## src/rtl/cordic_seq_pkg.sv

```systemverilog
// Shared types and constants for the cordicci sweep sequencer: FSM states,
// cordicci opcodes and the result FIFO entry layout.
package cordic_seq_pkg;

    typedef enum logic [3:0] {
        ST_IDLE,
        ST_LAUNCH,
        ST_W_ANG,
        ST_RD_COS,
        ST_W_COS,
        ST_RD_SIN,
        ST_W_SIN,
        ST_PUSH,
        ST_FIN
    } seq_state_t;

    localparam logic [7:0] CI_OP_LAUNCH = 8'd0;
    localparam logic [7:0] CI_OP_COS    = 8'd1;
    localparam logic [7:0] CI_OP_SIN    = 8'd2;

    // Index width stored in the FIFO; the top's IDX_W defaults to this.
    localparam int SEQ_IDX_W = 16;

    typedef struct packed {
        logic [SEQ_IDX_W-1:0] idx;
        logic [31:0]          cos;
        logic [31:0]          sin;
    } fifo_entry_t;

endpackage

```

## src/rtl/cordic_seq_fifo.sv

```systemverilog
// First-word-fall-through result FIFO. Power-of-two depth, wrapping pointers
// plus an occupancy counter; a pop in the same cycle frees room for a push.
module cordic_seq_fifo #(
    parameter int WIDTH = 80,
    parameter int DEPTH = 4,
    localparam int AW   = $clog2(DEPTH),
    localparam int CW   = AW + 1
) (
    input  logic             clk,
    input  logic             reset_n,
    input  logic             push,
    input  logic [WIDTH-1:0] wr_data,
    input  logic             pop,
    output logic [WIDTH-1:0] rd_data,
    output logic             full,
    output logic             empty,
    output logic [CW-1:0]    count
);

    logic [WIDTH-1:0] mem [DEPTH];
    logic [AW-1:0]    wr_ptr_reg;
    logic [AW-1:0]    rd_ptr_reg;
    logic [CW-1:0]    count_reg;
    logic             do_pop;
    logic             do_push;

    assign do_pop  = pop && (count_reg != '0);
    assign do_push = push && ((count_reg != CW'(DEPTH)) || do_pop);

    always_ff @(posedge clk) begin
        if (do_push) begin
            mem[wr_ptr_reg] <= wr_data;
        end
    end

    always_ff @(posedge clk or negedge reset_n) begin
        if (!reset_n) begin
            wr_ptr_reg <= '0;
            rd_ptr_reg <= '0;
            count_reg  <= '0;
        end else begin
            if (do_push) begin
                wr_ptr_reg <= wr_ptr_reg + 1'b1;
            end
            if (do_pop) begin
                rd_ptr_reg <= rd_ptr_reg + 1'b1;
            end
            count_reg <= count_reg + CW'(do_push) - CW'(do_pop);
        end
    end

    // Head is masked while empty so a flushed FIFO presents zeros, not stale data.
    assign rd_data = empty ? '0 : mem[rd_ptr_reg];
    assign full    = (count_reg == CW'(DEPTH));
    assign empty   = (count_reg == '0);
    assign count   = count_reg;

endmodule

```

## src/rtl/cordic_sweep_seq.sv

```systemverilog
// Angle-sweep master for the cordicci unit: one launch/cos/sin transaction per
// point, results queued in a FWFT FIFO. Optional watchdog: CORDIC_SEQ_TIMEOUT_EN.
module cordic_sweep_seq
    import cordic_seq_pkg::*;
#(
    parameter int FIFO_DEPTH  = 4,
    parameter int IDX_W       = SEQ_IDX_W,
    parameter int TIMEOUT_CYC = 1024
) (
    input  logic             clk,
    input  logic             reset_n,
    input  logic             cfg_start,
    input  logic [31:0]      cfg_angle0,
    input  logic [31:0]      cfg_step,
    input  logic [IDX_W-1:0] cfg_count,
    output logic             busy,
    output logic             sweep_done,
    output logic [31:0]      ci_dataa,
    output logic [31:0]      ci_datab,
    output logic [7:0]       ci_n,
    output logic             ci_start,
    output logic             ci_clk_en,
    input  logic [31:0]      ci_result,
    input  logic             ci_done,
    output logic             out_valid,
    input  logic             out_ready,
    output logic [IDX_W-1:0] out_index,
    output logic [31:0]      out_cos,
    output logic [31:0]      out_sin,
    output logic             err_timeout
);

    localparam int CW = $clog2(FIFO_DEPTH) + 1;

    seq_state_t       state_reg;
    logic [31:0]      angle_reg;
    logic [31:0]      step_reg;
    logic [31:0]      cos_reg;
    logic [31:0]      sin_reg;
    logic [IDX_W-1:0] remaining_reg;
    logic [IDX_W-1:0] idx_reg;
    logic [31:0]      ci_dataa_reg;
    logic [7:0]       ci_n_reg;
    logic             ci_start_reg;
    logic             ci_clk_en_reg;
    logic             busy_reg;
    logic             sweep_done_reg;

    fifo_entry_t      wr_entry;
    fifo_entry_t      rd_entry;
    logic             fifo_full;
    logic             fifo_empty;
    logic [CW-1:0]    fifo_count;
    logic             fifo_pop;
    logic             fifo_push;
    logic             can_push;
    logic [31:0]      next_angle;
    logic             timeout_hit;

    assign next_angle = angle_reg + step_reg;
    assign fifo_pop   = out_ready && (fifo_count != '0);
    // A same-cycle pop frees a slot, so a full FIFO does not block the push then.
    assign can_push   = !fifo_full || fifo_pop;
    assign fifo_push  = (state_reg == ST_PUSH) && can_push;

    always_comb begin
        wr_entry     = '0;
        wr_entry.idx = SEQ_IDX_W'(idx_reg);
        wr_entry.cos = cos_reg;
        wr_entry.sin = sin_reg;
    end

    cordic_seq_fifo #(
        .WIDTH ($bits(fifo_entry_t)),
        .DEPTH (FIFO_DEPTH)
    ) u_fifo (
        .clk     (clk),
        .reset_n (reset_n),
        .push    (fifo_push),
        .wr_data (wr_entry),
        .pop     (fifo_pop),
        .rd_data (rd_entry),
        .full    (fifo_full),
        .empty   (fifo_empty),
        .count   (fifo_count)
    );

`ifdef CORDIC_SEQ_TIMEOUT_EN
    localparam int WD_W = $clog2(TIMEOUT_CYC) + 1;

    logic [WD_W-1:0] wd_reg;
    logic            err_timeout_reg;
    logic            in_wait;

    assign in_wait     = (state_reg == ST_W_ANG) || (state_reg == ST_W_COS) ||
                         (state_reg == ST_W_SIN);
    assign timeout_hit = in_wait && !ci_done && (wd_reg == WD_W'(TIMEOUT_CYC - 1));

    // The counter restarts with every op request and saturates at the limit.
    always_ff @(posedge clk or negedge reset_n) begin
        if (!reset_n) begin
            wd_reg          <= '0;
            err_timeout_reg <= 1'b0;
        end else begin
            if (ci_start_reg) begin
                wd_reg <= '0;
            end else if (in_wait && (wd_reg != WD_W'(TIMEOUT_CYC - 1))) begin
                wd_reg <= wd_reg + 1'b1;
            end
            if (timeout_hit) begin
                err_timeout_reg <= 1'b1;
            end else if ((state_reg == ST_IDLE) && cfg_start) begin
                err_timeout_reg <= 1'b0;
            end
        end
    end

    assign err_timeout = err_timeout_reg;
`else
    // Watchdog compiled out: this comparison is constant false.
    assign timeout_hit = (TIMEOUT_CYC < 0);
    assign err_timeout = 1'b0;
`endif

    always_ff @(posedge clk or negedge reset_n) begin
        if (!reset_n) begin
            state_reg      <= ST_IDLE;
            angle_reg      <= '0;
            step_reg       <= '0;
            cos_reg        <= '0;
            sin_reg        <= '0;
            remaining_reg  <= '0;
            idx_reg        <= '0;
            ci_dataa_reg   <= '0;
            ci_n_reg       <= '0;
            ci_start_reg   <= 1'b0;
            ci_clk_en_reg  <= 1'b0;
            busy_reg       <= 1'b0;
            sweep_done_reg <= 1'b0;
        end else begin
            ci_clk_en_reg  <= 1'b1;
            ci_start_reg   <= 1'b0;
            sweep_done_reg <= 1'b0;
            if (timeout_hit) begin
                state_reg      <= ST_FIN;
                sweep_done_reg <= 1'b1;
            end else begin
                // Op outputs are loaded on entry to LAUNCH/RD_* so the request
                // pulse and its operands appear together and hold until done.
                case (state_reg)
                    ST_IDLE: begin
                        if (cfg_start) begin
                            angle_reg     <= cfg_angle0;
                            step_reg      <= cfg_step;
                            remaining_reg <= cfg_count;
                            idx_reg       <= '0;
                            busy_reg      <= 1'b1;
                            if (cfg_count == '0) begin
                                state_reg      <= ST_FIN;
                                sweep_done_reg <= 1'b1;
                            end else begin
                                state_reg    <= ST_LAUNCH;
                                ci_start_reg <= 1'b1;
                                ci_n_reg     <= CI_OP_LAUNCH;
                                ci_dataa_reg <= cfg_angle0;
                            end
                        end
                    end
                    ST_LAUNCH: state_reg <= ST_W_ANG;
                    ST_W_ANG: begin
                        if (ci_done) begin
                            state_reg    <= ST_RD_COS;
                            ci_start_reg <= 1'b1;
                            ci_n_reg     <= CI_OP_COS;
                        end
                    end
                    ST_RD_COS: state_reg <= ST_W_COS;
                    ST_W_COS: begin
                        if (ci_done) begin
                            cos_reg      <= ci_result;
                            state_reg    <= ST_RD_SIN;
                            ci_start_reg <= 1'b1;
                            ci_n_reg     <= CI_OP_SIN;
                        end
                    end
                    ST_RD_SIN: state_reg <= ST_W_SIN;
                    ST_W_SIN: begin
                        if (ci_done) begin
                            sin_reg   <= ci_result;
                            state_reg <= ST_PUSH;
                        end
                    end
                    ST_PUSH: begin
                        if (can_push) begin
                            angle_reg     <= next_angle;
                            idx_reg       <= idx_reg + 1'b1;
                            remaining_reg <= remaining_reg - 1'b1;
                            if (remaining_reg != IDX_W'(1)) begin
                                state_reg    <= ST_LAUNCH;
                                ci_start_reg <= 1'b1;
                                ci_n_reg     <= CI_OP_LAUNCH;
                                ci_dataa_reg <= next_angle;
                            end else begin
                                state_reg      <= ST_FIN;
                                sweep_done_reg <= 1'b1;
                            end
                        end
                    end
                    ST_FIN: begin
                        state_reg <= ST_IDLE;
                        busy_reg  <= 1'b0;
                    end
                    default: begin
                        state_reg <= ST_IDLE;
                        busy_reg  <= 1'b0;
                    end
                endcase
            end
        end
    end

    assign busy       = busy_reg;
    assign sweep_done = sweep_done_reg;
    assign ci_dataa   = ci_dataa_reg;
    assign ci_datab   = 32'd0;
    assign ci_n       = ci_n_reg;
    assign ci_start   = ci_start_reg;
    assign ci_clk_en  = ci_clk_en_reg;
    assign out_valid  = !fifo_empty;
    assign out_index  = IDX_W'(rd_entry.idx);
    assign out_cos    = rd_entry.cos;
    assign out_sin    = rd_entry.sin;

endmodule

```

## config.mk

```make
export PLATFORM = sky130hd
export DESIGN_NAME = cordic_sweep_seq
export DESIGN_NICKNAME = d
export VERILOG_FILES = /design/src/rtl/cordic_seq_pkg.sv /design/src/rtl/cordic_seq_fifo.sv /design/src/rtl/cordic_sweep_seq.sv
export SDC_FILE = /design/constraint.sdc
export NUM_CORES = 1
export LEC_CHECK = 0
export BUFFER_PORTS_ARGS = -buffer_cell sky130_fd_sc_hd__buf_4
export CORE_MARGIN = 2
export CORE_UTILIZATION = 41
export DETAILED_ROUTE_END_ITERATION = 8
export GPL_ROUTABILITY_DRIVEN = 0
export RECOVER_POWER = 50
export SLEW_MARGIN = 30
export SYNTH_ARGS = -nofsm -noshare
export SYNTH_HDL_FRONTEND = slang
export SYNTH_SLANG_ARGS = --single-unit
```

## constraint.sdc

```tcl
create_clock -name clk -period 5.1 [get_ports clk]
set_clock_uncertainty 0.2 [all_clocks]
set_input_delay 0.51 -clock clk [delete_from_list [all_inputs] [get_ports clk]]
set_output_delay 0.51 -clock clk [all_outputs]
set_load 0.01 [all_outputs]
```

==> flow_summary.ini <==
[synth]
synth_area_leaders = edfxtp_1 42%, dfrtp_1 23%, mux4_2 7.8%
async_flop_share = 0.395
postSynthCellCount = 1651
ys_ff_latch = 529
syn_avg_cell_area_sq_um = 14.0
ys_seq_area_frac = 0.642
yosysTopAreaCellShare = 0.416
ys.flop_type = edfxtp_1
synth_area_sq_um = 23100
ys_warn_count = 0
ys_types = 75
synth-edff-count = 320
synth_largest_area_cell = edfxtp_1

[power_and_ir_drop]
peakVddDrop_v = 0.000375
pwr-share-clk = 0.218
p_switching_mw = 6.52
p_seq_frac = 0.380
switching_share = 0.357
power_frac_comb = 0.402
leakage_nw = 10.9
p_int_mw = 11.7
p_per_area_nw_per_um2 = 651
power_mw = 18.3

[finish]
final_common_cell = edfxtp_1
largest-register = u_fifo.mem
design_area_sq_um = 28100
num-nets-final = 2112
fillers = 4877
largest_register_ff_count = 320
drive_gt1_frac = 0.242
mostFrequentLayoutCells = 320 x edfxtp_1, 210 x buf_4, 207 x dfrtp_1
syn_to_final_growth_pct = 21.5

[global_routing]
grt_overflow_total = 0
antenna_found_initial = 2
grt_max_degree = 107
grt_pass1_wl_um = 83300
grt_pass1_vias = 14900
grt_usage = 0.186

[place]
port_buffers = 235
dp_hpwl_um = 33600
place_area_sq_um = 25600
pre_cts_ws_ps = 1440

[detailed_routing]
drt-pass1-iter-count = 5
viasPerCell = 5.17
met2_length_um = 26800
final_antenna_net_count = 0
dr_total_vias = 14300
drt-initial-drc-count = 776
drt_wl_total_um = 53100
top_layer = met5
drc = 0
wl_met3_um = 2400
wl_met1_um = 22600
wire_per_inst_um = 19.2

[clock_tree]
clock-sinks = 529
cts-resized-gates = 0
cts-root-buf = clkbuf_16
clk_pin_slew_ps = 60
cts_max_level = 2
cts_max_path_buffers = 3
cts_made_buffers = 56
cts_tree = built
clock_latency_ps = 600

[timing]
tns_ps = 0
hold_viol_final = 0
fin_hold_ws_ps = 37.2
final.period_utilization = 0.732
final_max_slew_viol_count = 140
max_freq_mhz = 268
grt_setup_unrepaired = no
setup_viol = 0
relSlewSlack = -0.860
period_minus_slack_ps = 3730
worst_pin_slew_ps = 2790
setup_slack_ps = 1370

[floorplan]
die_y_um = 241
fp.dieW_um = 241
die_area_sq_um = 58300
core_sq_um = 56100
rows = 87
io_pins = 275
start_util = 0.412

[critical_path]
critical_path_class = input port to async pin
cp-start-kind = input port
slowest_delay_ps = 1980
critPathArrivalTime_ps = 3630
slowest_stage = clkbuf_2
required_ps = 5000
critPathMaxFanout = 106
path_cells = dlygate4sd3_1, buf_8, clkbuf_2
reg2reg_setup_slack_ps = 1490
critPathCaptureType = async pin

[run]
maxCapViolations = 2

[worst_hold_path]
hold_path_class = input port to register

[outcome]
outcome = finished with violations
violations = max-capacitance violations, max-slew violations
-- critical path, delay by kind of cell --
family / cells / cell delay [ps]
buffers and inverters: 3 / 2930
-- power by group through the flow --
stage / logic (mW) / clock network [mW] / registers, mW
after floorplan: 5.10 / 0 / 6.72
after global placement: 7.32 / 0 / 6.94
after detailed placement: 7.46 / 0 / 7.03
after CTS: 7.56 / 4.09 / 6.95
after global routing: 8.14 / 4.27 / 7.11
final: 7.35 / 3.98 / 6.93
-- cells in the mapped netlist, types with 11 or more instances --
cell type	n
edfxtp_1	320
dfrtp_1	209
nand2_1	189
nor2_1	91
and2_1	90
mux4_2	80
mux2_2	76
o21ai_0	70
a21oi_1	68
clkbuf_1	64
buf_4	43
ha_1	40
xnor2_1	23
xor2_1	23
nand3_1	21
inv_1	17
nand4_1	17
nor3_1	17
a21o_1	16
a22oi_1	14
buf_2	14
a31oi_1	13
o21ai_1	11
-- repair_timing --
| action | in CTS | in global routing |
|---|---|---|
| endpoints found under the hold margin | 221 | 0 |
| setup buffers | 0 | 0 |
| hold buffers | 80 | 0 |
-- area by class of cell --
| cell class | count | area, sq um | area share |
|---|---|---|---|
| antenna | 1 | 2.50 | 0.0000892 |
| clock buffer | 73 | 1530 | 0.0544 |
| clock inverter | 32 | 285 | 0.0102 |
| inverter | 18 | 67.6 | 0.00241 |
| multi-input combinational | 1011 | 7700 | 0.274 |
| sequential | 529 | 14800 | 0.529 |
| tap | 756 | 946 | 0.0337 |
| timing repair buffer | 337 | 2690 | 0.0957 |
-- final timing paths --
path | startpoint | to | cells past startpoint
max in group clk | u_fifo.count[1]$_DFF_PN0_ | u_fifo.mem[2][6]$_DFFE_PP_ | 5
hold reg to reg | step_reg[2]$_DFFE_PN0P_ | step_reg[2]$_DFFE_PN0P_ | 2
min in group asynchronous | reset_n | step_reg[28]$_DFFE_PN0P_ | 2
hold / removal | cfg_angle0[7] | angle_reg[7]$_DFFE_PN0P_ | 3
setup / recovery | reset_n | ci_dataa[7]$_DFFE_PN0P_ | 3
setup reg to reg | u_fifo.count[1]$_DFF_PN0_ | u_fifo.mem[2][6]$_DFFE_PP_ | 5
-- routing by layer --
metal | track usage | up-vias
li1 | - | 6632
met1 | 0.234 | 7191
met2 | 0.327 | 346
met3 | 0.0304 | 92
met4 | 0.0599 | 2
met5 | 0 | -
-- kinds of logic (layout without fill, tap and decap cells) --
group           Yosys count  in the layout  share of synthesized area
compound gates          246            246                     0.0679
flops                   529            529                      0.642
buf+inv                 149            460                     0.0320
other cells               2             41                   0.000325
mux                     162            162                      0.118
xor+xnor                 46             46                     0.0174
simple gates            475            475                     0.0990
fa+ha+maj                42             42                     0.0234
-- per-stage QoR --
| step | utilization | std cells |
|---|---|---|
| after floorplan | - | 1689 |
| after global placement | 0.455 | 2567 |
| after detailed placement | 0.456 | 2570 |
| after CTS | 0.503 | 2755 |
| after global routing | 0.501 | 2757 |
| final | 0.501 | 2757 |
Power figures use the tool's default switching activity.
